<file path="src/rtl/gate_tester.sv">
`default_nettype none
// ============================================================================
// Module      : gate_tester
// Description : Self-running pattern tester for a combinational gate model.
//               A 21-bit Fibonacci LFSR drives the model inputs, every
//               response is folded into a 16-bit MISR after a settle delay,
//               and the run ends after PAT_COUNT patterns.
//               Optional golden-signature compare: GATE_TESTER_GOLDEN_CMP_EN
//               adds pass/fail outputs.
// Revision    : 1.0 - initial release
// ============================================================================
module gate_tester #(
    parameter int          PAT_COUNT  = 1000,
    parameter int          SETTLE     = 2,
    parameter logic [20:0] SEED       = 21'h000001,
    parameter logic [15:0] GOLDEN_SIG = 16'h0000
) (
    input  logic        clk,
    input  logic        rst,
    input  logic        start,
    input  logic        abort,
    output logic [20:0] pat_out,
    input  logic [9:0]  resp_in,
    output logic        busy,
    output logic        done,
    output logic [15:0] pat_idx,
    output logic [15:0] signature
`ifdef GATE_TESTER_GOLDEN_CMP_EN
    ,
    output logic        pass,
    output logic        fail
`endif
);

    // An all-zero LFSR would lock up, so a zero seed falls back to 1.
    localparam logic [20:0] c_seed        = (SEED == 21'd0) ? 21'h000001 : SEED;
    localparam logic [15:0] c_pat_count   = 16'(PAT_COUNT);
    localparam logic [3:0]  c_settle_last = 4'(SETTLE - 1);
    localparam int          c_sig_w       = $bits(GOLDEN_SIG);

    typedef enum logic [1:0] {
        ST_IDLE    = 2'd0,
        ST_APPLY   = 2'd1,
        ST_CAPTURE = 2'd2,
        ST_DONE    = 2'd3
    } state_t;

    state_t             r_state;
    logic [20:0]        r_lfsr;
    logic [c_sig_w-1:0] r_misr;
    logic [15:0]        r_pat_idx;
    logic [3:0]         r_settle;
    logic               r_busy;
    logic               r_done;

    logic [20:0]        w_lfsr_next;
    logic [c_sig_w-1:0] w_misr_next;
    logic [15:0]        w_pat_idx_next;
    logic               w_last;
    logic               w_start_ok;

    // Next-value logic for the pattern generator, compactor and counter.
    always_comb begin
        w_lfsr_next    = {r_lfsr[19:0], r_lfsr[20] ^ r_lfsr[18]};
        w_misr_next    = {r_misr[14:0], 1'b0}
                       ^ (r_misr[15] ? 16'h1021 : 16'h0000)
                       ^ {6'b0, resp_in};
        w_pat_idx_next = r_pat_idx + 16'd1;
        w_last         = (w_pat_idx_next == c_pat_count);
        // Abort beats a coincident start.
        w_start_ok     = start && !abort;
    end

    // Main sequencer: state, pattern generator, MISR and registered status.
    always_ff @(posedge clk) begin
        if (rst) begin
            r_state   <= ST_IDLE;
            r_lfsr    <= 21'd0;
            r_misr    <= '0;
            r_pat_idx <= 16'd0;
            r_settle  <= 4'd0;
            r_busy    <= 1'b0;
            r_done    <= 1'b0;
        end else begin
            case (r_state)
                ST_IDLE, ST_DONE: begin
                    if (w_start_ok) begin
                        r_state   <= ST_APPLY;
                        r_lfsr    <= c_seed;
                        r_misr    <= '0;
                        r_pat_idx <= 16'd0;
                        r_settle  <= 4'd0;
                        r_busy    <= 1'b1;
                        r_done    <= 1'b0;
                    end
                end
                ST_APPLY: begin
                    if (abort) begin
                        r_state <= ST_IDLE;
                        r_busy  <= 1'b0;
                    end else begin
                        r_settle <= r_settle + 4'd1;
                        if (r_settle == c_settle_last) begin
                            r_state <= ST_CAPTURE;
                        end
                    end
                end
                ST_CAPTURE: begin
                    if (abort) begin
                        r_state <= ST_IDLE;
                        r_busy  <= 1'b0;
                    end else begin
                        r_misr    <= w_misr_next;
                        r_lfsr    <= w_lfsr_next;
                        r_pat_idx <= w_pat_idx_next;
                        r_settle  <= 4'd0;
                        if (w_last) begin
                            r_state <= ST_DONE;
                            r_busy  <= 1'b0;
                            r_done  <= 1'b1;
                        end else begin
                            r_state <= ST_APPLY;
                        end
                    end
                end
                default: begin
                    r_state <= ST_IDLE;
                    r_busy  <= 1'b0;
                    r_done  <= 1'b0;
                end
            endcase
        end
    end

`ifdef GATE_TESTER_GOLDEN_CMP_EN
    logic r_pass;
    logic r_fail;

    // Golden compare: latched on the capture that ends the run.
    always_ff @(posedge clk) begin
        if (rst) begin
            r_pass <= 1'b0;
            r_fail <= 1'b0;
        end else if (((r_state == ST_IDLE) || (r_state == ST_DONE)) && w_start_ok) begin
            r_pass <= 1'b0;
            r_fail <= 1'b0;
        end else if (r_busy && abort) begin
            r_pass <= 1'b0;
            r_fail <= 1'b0;
        end else if ((r_state == ST_CAPTURE) && w_last) begin
            r_pass <= (w_misr_next == GOLDEN_SIG);
            r_fail <= (w_misr_next != GOLDEN_SIG);
        end
    end

    assign pass = r_pass;
    assign fail = r_fail;
`endif

    assign pat_out   = r_lfsr;
    assign busy      = r_busy;
    assign done      = r_done;
    assign pat_idx   = r_pat_idx;
    assign signature = r_misr;

endmodule
`default_nettype wire

</file>
<file path="config.mk">
export PLATFORM = sky130hd
export DESIGN_NAME = gate_tester
export DESIGN_NICKNAME = d
export VERILOG_FILES = /design/src/rtl/gate_tester.sv
export SDC_FILE = /design/constraint.sdc
export NUM_CORES = 1
export LEC_CHECK = 0
export CAP_MARGIN = 20
export CORE_ASPECT_RATIO = 0.75
export CORE_MARGIN = 10
export CORE_UTILIZATION = 50
export DETAILED_ROUTE_END_ITERATION = 6
export PLACE_DENSITY_LB_ADDON = 0.08
export SYNTH_ARGS = -nofsm -noshare
export SYNTH_HDL_FRONTEND = slang
export SYNTH_SLANG_ARGS = --single-unit
export TNS_END_PERCENT = 10
</file>
<file path="constraint.sdc">
create_clock -name clk -period 3.1 [get_ports clk]
set_clock_uncertainty 0.1 [all_clocks]
set_input_delay 0.31 -clock clk [delete_from_list [all_inputs] [get_ports clk]]
set_output_delay 0.31 -clock clk [all_outputs]
set_load 0.005 [all_outputs]
</file>
[After elaboration in Yosys (flattened, before gate mapping)]
Index checks and enable logic that the tools add are counted.
Storage, ports and cells
  register bits: 61
  bits in latches: 0
  bits in read-only memories: 0
  memories kept: 0
  bits in writable memories: 0
  logic and storage cells: 62
  output and inout port bits: 55
Cells by class
  reductions and logical operators: 10
  add/subtract/negate cells: 2
  order comparisons: 0
  mux-type cells: 28
  multiply operators: 0
  divide/modulo/power cells: 0
  bitwise operators: 3
  equal/unequal tests: 12
  shifts and indexed selects: 0
Operators by type and width (count)
  $pmux W16 S2: 2
  $mux W16: 3
  $mux W21: 2
  $pmux W21 S2: 1
  $add A16 B1 Y16 const B: 1
  $eq A16 B10 Y1 const B: 1
  $xor A16 B10 Y16: 1
  $xor A16 B13 Y16: 1
  $mux W13: 1
  $mux W4: 3
  $pmux W4 S3: 1
  $mux W2: 5
  $ne A2 B2 Y1 const B: 5
  $reduce_and A3 Y1: 3
  $mux W1: 7
  $ne A3 B3 Y1 const B: 2
  $pmux W2 S3: 1
  $add A4 B1 Y4 const B: 1
  $eq A2 B2 Y1 const B: 2
  $eq A4 B1 Y1 const B: 1
  $reduce_and A4 Y1: 1
  $pmux W1 S3: 1
  $eq A2 B1 Y1 const B: 1
  $logic_not A2 Y1: 1
  other kinds (7): 7

[Depth between registers and ports, before layout]
Gate-level depths: netlist of the first run.
  depth in word-level cells: 5
  gate-level depth with buffers: 9
  depth with buffers taken out: 8

[Least setup slack after synthesis of the first run]
No wires, ideal clock.
  path kind: register to register
  start point: register r_pat_idx[0] (netlist: pat_idx[0])
  end point: register r_busy (netlist: busy)
  setup time: 95 ps
  data arrival time: 2155 ps
  slack: 749 ps
  stages on the path, launching flop included: 9
  path buffers: 1
  data required time: 2905 ps
  clock period less this slack: 2351 ps
  cells stage by stage: dfxtp_1 ha_1 buf_2 nand3_2 or3_1 mux2i_1 nor3b_1 nand3_1 o311ai_1
On the way
  word-level cells in the longest chain between the ends: 4
RTL lines
  from (decl): RTL line 51  | logic [15:0] r_pat_idx;
  from (signal assigned): RTL line 115  | r_pat_idx <= w_pat_idx_next;
  $add A16 B1 Y16: RTL line 68  | w_pat_idx_next = r_pat_idx + 16'd1;
  $eq A16 B10 Y1: RTL line 69  | w_last = (w_pat_idx_next == c_pat_count);
  $ne A3 B3 Y1 (no source line)
  $reduce_and A3 Y1 (no source line)
  to (signal assigned): RTL line 82  | r_busy <= 1'b0;
  to (signal assigned): RTL line 93  | r_busy <= 1'b1;
  to (signal assigned): RTL line 100  | r_busy <= 1'b0;
  to (decl): RTL line 53  | logic r_busy;
No other way between the ends.
A chain may end at the register's enable or synchronous reset.

[Worst setup path in the final report of the first run]
Ends and elaborated chain as after synthesis.

==> results of run 1 <==
worst max-delay path by stage:
stage | endpoint | slack [ps] | cells after the start
floorplan | busy$_SDFFE_PP0P_ | 750 | 8
global placement | busy$_SDFFE_PP0P_ | 590 | 7
detailed placement | busy$_SDFFE_PP0P_ | 480 | 7
CTS | busy$_SDFFE_PP0P_ | 480 | 7
global route | busy$_SDFFE_PP0P_ | 270 | 7
finish | busy$_SDFFE_PP0P_ | 480 | 7
cell type report:
type / instances / share of cell area, %
Tap cell: 75 / 2.44
Clock buffer: 9 / 3.22
Sequential cell: 61 / 31.8
Inverter: 10 / 0.977
Timing Repair Buffer: 73 / 18.7
Multi-Input combinational cell: 271 / 40.3
Clock inverter: 7 / 2.54
per-stage QoR:
| step | utilization, % | setup slack, ps |
|---|---|---|
| after global routing | 69.9 | 269 |
| after CTS | 69.9 | 479 |
| after detailed placement | 65.9 | 484 |
| final | 69.9 | 477 |
| after floorplan | - | 749 |
| after global placement | 65.9 | 589 |
registers in the layout (all words and copies together) (netlist names):
register,count
pat_out,21
signature,16
busy,1
r_settle,4
r_state,2
pat_idx,16
done,1
worst min-delay path, stage by stage (launching register included):
cell and delay, ps:
dfxtp_1 320, nand2_1 60, a21oi_1 50
cells in the mapped netlist, types with 2 or more instances:
library cell | instances | share of area, %
a22oi_1 | 10 | 2.6
nor3_1 | 4 | 0.69
a31oi_1 | 7 | 1.5
nand4_1 | 6 | 1.3
xor2_1 | 13 | 3.9
o21ai_0 | 12 | 2.1
a21oi_1 | 39 | 6.7
o21ai_1 | 3 | 0.52
ha_1 | 6 | 2.6
nand3_1 | 7 | 1.2
buf_2 | 7 | 1.2
xnor2_1 | 8 | 2.4
inv_1 | 10 | 1.3
nand2_1 | 75 | 9.7
a311oi_1 | 8 | 2.4
clkbuf_1 | 19 | 2.4
mux2i_1 | 8 | 2.8
or3_1 | 3 | 0.64
nor2_1 | 34 | 4.4
and4_1 | 2 | 0.60
dfxtp_1 | 61 | 42
or2_2 | 3 | 0.64
nor2b_1 | 2 | 0.43
and2_1 | 4 | 0.86
cell families after synthesis:
kind of cell | after synthesis | share of synthesized area, %
simple gates | 148 | 22.8
compound gates | 88 | 18.6
flops | 61 | 41.9
buf+inv | 37 | 5.07
xor+xnor | 21 | 6.32
mux | 8 | 2.75
fa+ha+maj | 6 | 2.58
power by group through the flow:
| stage | Clock [mW] | Combinational [mW] | Sequential, mW |
|---|---|---|---|
| 3_5_place_dp | 0 | 0.202 | 0.828 |
| 3_3_place_gp | 0 | 0.199 | 0.828 |
| 6_report | 0.793 | 0.202 | 0.810 |
| 5_1_grt | 0.843 | 0.224 | 0.813 |
| 2_1_floorplan | 0 | 0.133 | 0.826 |
| 4_1_cts | 0.808 | 0.202 | 0.811 |
metal layers:
metal	up-vias	global-route usage [%]
met5	-	0
met4	0	5.08
met3	7	7.32
met2	95	24.8
met1	1276	21.2
li1	1383	-
==> run_results.csv, run 1 <==
group,metric,value,unit
floorplan,start_util,53.0,%
synthesis,syn_nets,389,
layout,diodes,0,
synthesis,async_flop_share,0,%
drt,dr.pass1.iters,5,
power,vdd_drop_max,0.292,mV
power,switching_share,26.4,%
clocking,numCtsBuffers,9,
power,power_density,470,nW/µm²
setup_path,ff2ff_setup_slack,480,ps
clocking,cts_sinks,61,
worst_hold_path,hold_path_startpoint,"pat_out[10]$_SDFFE_PP0P_",
placement,port_buffers,68,
drt,vias_per_cell,5.46,
sta,drv_slew,0,
global_routing,grt.overflow.total,0,
layout,register_area,1220,µm²
setup_path,reg2reg_to,"busy$_SDFFE_PP0P_",
setup_path,crit_chain,"ha_1, nand3_2, or3_1, mux2i_1, nor3b_1, nand3_1, o311ai_1",
sta,tightest_slew,651,ps
sta,max_freq,0.381,GHz
setup_path,start_kind,"flop",
synthesis,yosys_register_bits,61,
setup_path,critPathBufInv,0,
layout,drive_gt1_share,7.19,%
drt,met2_wirelength,3330,µm
setup_path,worst_setup_path_end_kind,"flop",
outcome,status,"completed",
sta,tns,0,ps
worst_hold_path,whs_endpoint,"pat_out[11]$_SDFFE_PP0P_",
floorplan,num_rows,23,
power,p_leak,1.31,nW
drt,highest_layer,"met4",
setup_path,worstSetupPathType,"reg -> reg",
placement,dp.cells,490,
sta,period_share,84.6,%
placement,dp_hpwl,5300,µm
setup_path,slowest_stage,"or3_1",
sta,rsz0062_at_grt,"false",
clocking,cts_tree,"built",
synthesis,avgSynthCellArea,7.89,µm²
global_routing,grt_use_total,16.7,%
power,seq_power_share,44.9,%
run,drv_cap,0,
drt,wl_met1,3530,µm
drt,num_vias,2761,
synthesis,synth-edff-count,0,
floorplan,fp.coreArea,5500,µm²
clocking,post_cts_buffers,0,
layout,nNetsFinal,446,
synthesis,syn_inst,369,
layout,final_cell_mix,"nand2_1, clkdlybuf4s50_1, dfxtp_1, a21oi_1, nor2_1",
setup_path,worstReg2RegStart,"pat_idx[0]$_SDFFE_PP0P_",
sta,finalSetupViolations,0,
layout,layout_commonest_cell,"nand2_1",
worst_hold_path,min_path_type,"reg -> reg",
drt,route.detailed.drc,0,
worst_hold_path,hold_depth,2,
clocking,clockBufferDepth,2,
drt,drtAntennaViolNets,0,
global_routing,grt_pass1_vias,2537,
synthesis,yosys_warnings,0,
drt,drt-initial-drc-count,211,
power,power.total,1.81,mW
sta,final.min_clock_period,2620,ps
setup_path,rr_worst_depth,7,
clocking,postCtsResizedCells,0,
drt,wl_met3,742,µm
layout,postLayoutCellArea,3840,µm²
synthesis,yosysSeqAreaShare,41.9,%
drt,post_drt_wl_per_cell,15.2,µm
setup_path,max_stage_delay,480,ps
global_routing,grt_pass1_wl,12700,µm
placement,gp_congestion,0.847,
floorplan,dieHeight,86.1,µm
setup_path,cp.arrival,2770,ps
synthesis,syn_area,2910,µm²
power,combPwrFrac,11.2,%
setup_path,crit_family,"simple AND/OR/NAND/NOR gates",
sta,whs,368,ps
layout,multi_input_area,1550,µm²
setup_path,required,3250,ps
layout,final_cells,506,
floorplan,dieArea,9310,µm²
placement,placed_area,3620,µm²
power,p_sw,476,µW
clocking,clk_latency,340,ps
floorplan,die_w,108,µm
sta,hold_violations,0,
clocking,clockRootBuffer,"clkbuf_8",
layout,syn2layout_area_growth,31.9,%
drt,routed_wl,7680,µm
sta,maxSlewHeadroom,56.3,%
setup_path,crit_path_start,"pat_idx[0]$_SDFFE_PP0P_",
synthesis,synth_cell_types,42,
clocking,clk_pin_slew,80,ps
layout,fill_cells,463,
power,clkPwrFrac,43.9,%
clocking,ctsHoldBuffers,0,
floorplan,num_io_pins,69,
clocking,htreeDepth,3,
global_routing,antenna_found_initial,0,
setup_path,crit_fanout,9,
synthesis,synth_ff_type,"dfxtp_1",
power,intPower,1.33,mW
global_routing,grt_max_degree,43,
No activity file was read; power rests on OpenSTA's default activity.
==> inputs of run 2 (changes only) <==
- clock period: 3.1 -> 2.6 ns (I/O delays scaled with it)
==> run_results.csv, run 2 (synthesized netlist as in run 1, its figures left out) <==
group,metric,value,unit
power,p_leak,1.36,nW
layout,drive_gt1_share,9.34,%
floorplan,dieHeight,86.1,µm
placement,dp_hpwl,5410,µm
sta,period_share,93.5,%
setup_path,worstSetupPathType,"reg -> reg",
power,vdd_drop_max,0.372,mV
clocking,clockRootBuffer,"clkbuf_8",
sta,final.min_clock_period,2430,ps
sta,hold_violations,0,
setup_path,rr_worst_depth,7,
placement,post-place-ws,128,ps
drt,drtAntennaViolNets,0,
drt,post_drt_wl_per_cell,15.3,µm
power,clkPwrFrac,44.0,%
global_routing,antenna_found_initial,0,
drt,vias_per_cell,5.40,
floorplan,dieArea,9310,µm²
clocking,cts_tree,"built",
outcome,status,"completed",
setup_path,worstReg2RegStart,"pat_idx[0]$_SDFFE_PP0P_",
layout,syn2layout_area_growth,34.3,%
floorplan,start_util,53.0,%
layout,layout_commonest_cell,"nand2_1",
global_routing,grt_max_degree,28,
floorplan,fp.coreArea,5500,µm²
setup_path,worst_setup_path_end_kind,"flop",
floorplan,num_rows,23,
placement,port_buffers,68,
drt,num_vias,2775,
run,drv_cap,0,
worst_hold_path,whs_endpoint,"pat_out[5]$_SDFFE_PP0P_",
setup_path,cp.arrival,2580,ps
clocking,clk_pin_slew,70,ps
placement,gp_congestion,0.867,
drt,routed_wl,7880,µm
setup_path,ff2ff_setup_slack,170,ps
sta,setup_ws,169,ps
power,switching_share,25.8,%
layout,nNetsFinal,454,
global_routing,grt_pass1_vias,2577,
layout,diodes,0,
sta,finalSetupViolations,0,
setup_path,required,2750,ps
sta,maxSlewHeadroom,61.4,%
sta,tightest_slew,564,ps
drt,dr.pass1.iters,5,
setup_path,crit_fanout,8,
clocking,ctsHoldBuffers,0,
layout,final_cell_mix,"nand2_1, clkdlybuf4s50_1, dfxtp_1, a21oi_1, nor2_1",
setup_path,reg2reg_to,"busy$_SDFFE_PP0P_",
global_routing,grt_pass1_wl,12800,µm
power,p_sw,562,µW
clocking,cts_sinks,61,
sta,tns,0,ps
clocking,clk_latency,350,ps
power,power.total,2.18,mW
floorplan,die_w,108,µm
clocking,clockBufferDepth,2,
setup_path,start_kind,"flop",
clocking,htreeDepth,3,
sta,rsz0062_at_grt,"false",
worst_hold_path,min_path_type,"reg -> reg",
layout,largest_reg_flops,21,
global_routing,grt_use_total,17.1,%
power,seq_power_share,44.4,%
floorplan,num_io_pins,69,
drt,drt-initial-drc-count,129,
sta,max_freq,0.411,GHz
layout,utilization,71.1,%
drt,route.detailed.drc,0,
global_routing,grt.overflow.total,0,
sta,drv_slew,0,
worst_hold_path,hold_path_startpoint,"pat_out[4]$_SDFFE_PP0P_",
power,combPwrFrac,11.6,%
clocking,numCtsBuffers,9,
power,intPower,1.61,mW
power,power_density,557,nW/µm²
worst_hold_path,hold_depth,2,
[run 2: per-layer routing]
layer  global-route usage, %  routed length, µm  vias to the layer above
li1                        -                  -                     1397
met1                    21.6               3610                     1292
met2                    25.2               3480                       76
met3                    7.47                693                       10
met4                    6.05                104                        0
met5                       0                  0                        -
[run 2: worst max-delay path, cell delays in order (launching register included)]
cell and delay [ps]:
dfxtp_1 490, ha_1 240, nand3_2 150, or3_1 470, mux2i_1 160, nor3b_2 270, nand3_1 160, o311ai_1 290
[run 2: repair_timing]
| action | 4_1_cts | 5_1_grt |
|---|---|---|
| setup endpoints to repair | 0 | 1 |
| buffers inserted | 0 | 1 |
| resized for setup | 0 | 2 |
[run 2: layout make-up]
type,instances,area (µm²)
Tap cell,75,93.8
Timing Repair Buffer,81,778
Clock inverter,6,86.3
Multi-Input combinational cell,271,1550
Sequential cell,61,1220
Fill cell,437,1590
Clock buffer,10,138
Inverter,10,37.5
[run 2: how the worst max path moves through the flow]
stage                       startpoint           endpoint  depth (start not counted)
3_5_place_dp   pat_idx[0]$_SDFFE_PP0P_  busy$_SDFFE_PP0P_                          7
3_3_place_gp   pat_idx[0]$_SDFFE_PP0P_  busy$_SDFFE_PP0P_                          7
4_1_cts        pat_idx[0]$_SDFFE_PP0P_  busy$_SDFFE_PP0P_                          7
6_report       pat_idx[0]$_SDFFE_PP0P_  busy$_SDFFE_PP0P_                          7
2_1_floorplan  pat_idx[0]$_SDFFE_PP0P_  busy$_SDFFE_PP0P_                          8
5_1_grt        pat_idx[0]$_SDFFE_PP0P_  busy$_SDFFE_PP0P_                          7
[run 2: power groups by stage]
stage	logic (mW)	clock network, mW	registers [mW]
2_1_floorplan	0.159	0	0.985
3_3_place_gp	0.246	0	0.987
4_1_cts	0.252	0.974	0.967
6_report	0.252	0.958	0.967
5_1_grt	0.280	1.01	0.969
3_5_place_dp	0.250	0	0.988
[run 2: per-stage QoR]
stage | instance area [µm²] | hold WS, ps | cells
after CTS | 3900 | 373 | 513
final | 3910 | 374 | 514
after global routing | 3910 | 387 | 514
after detailed placement | 3670 | 364 | 497
after global placement | 3670 | 354 | 497
after floorplan | 2910 | 342 | 369
==> inputs of run 3 (changes only) <==
==> constraint.sdc (replaced) <==
create_clock -name clk -period 2.6 [get_ports clk]
set_clock_uncertainty 0.1 [all_clocks]
set_input_delay 0.26 -clock clk [delete_from_list [all_inputs] [get_ports clk]]
set_output_delay 0.26 -clock clk [all_outputs]
set_load 0.01 [all_outputs]
==> results of run 3 <==
Same layout as run 2 (identical final DEF). Status: completed.
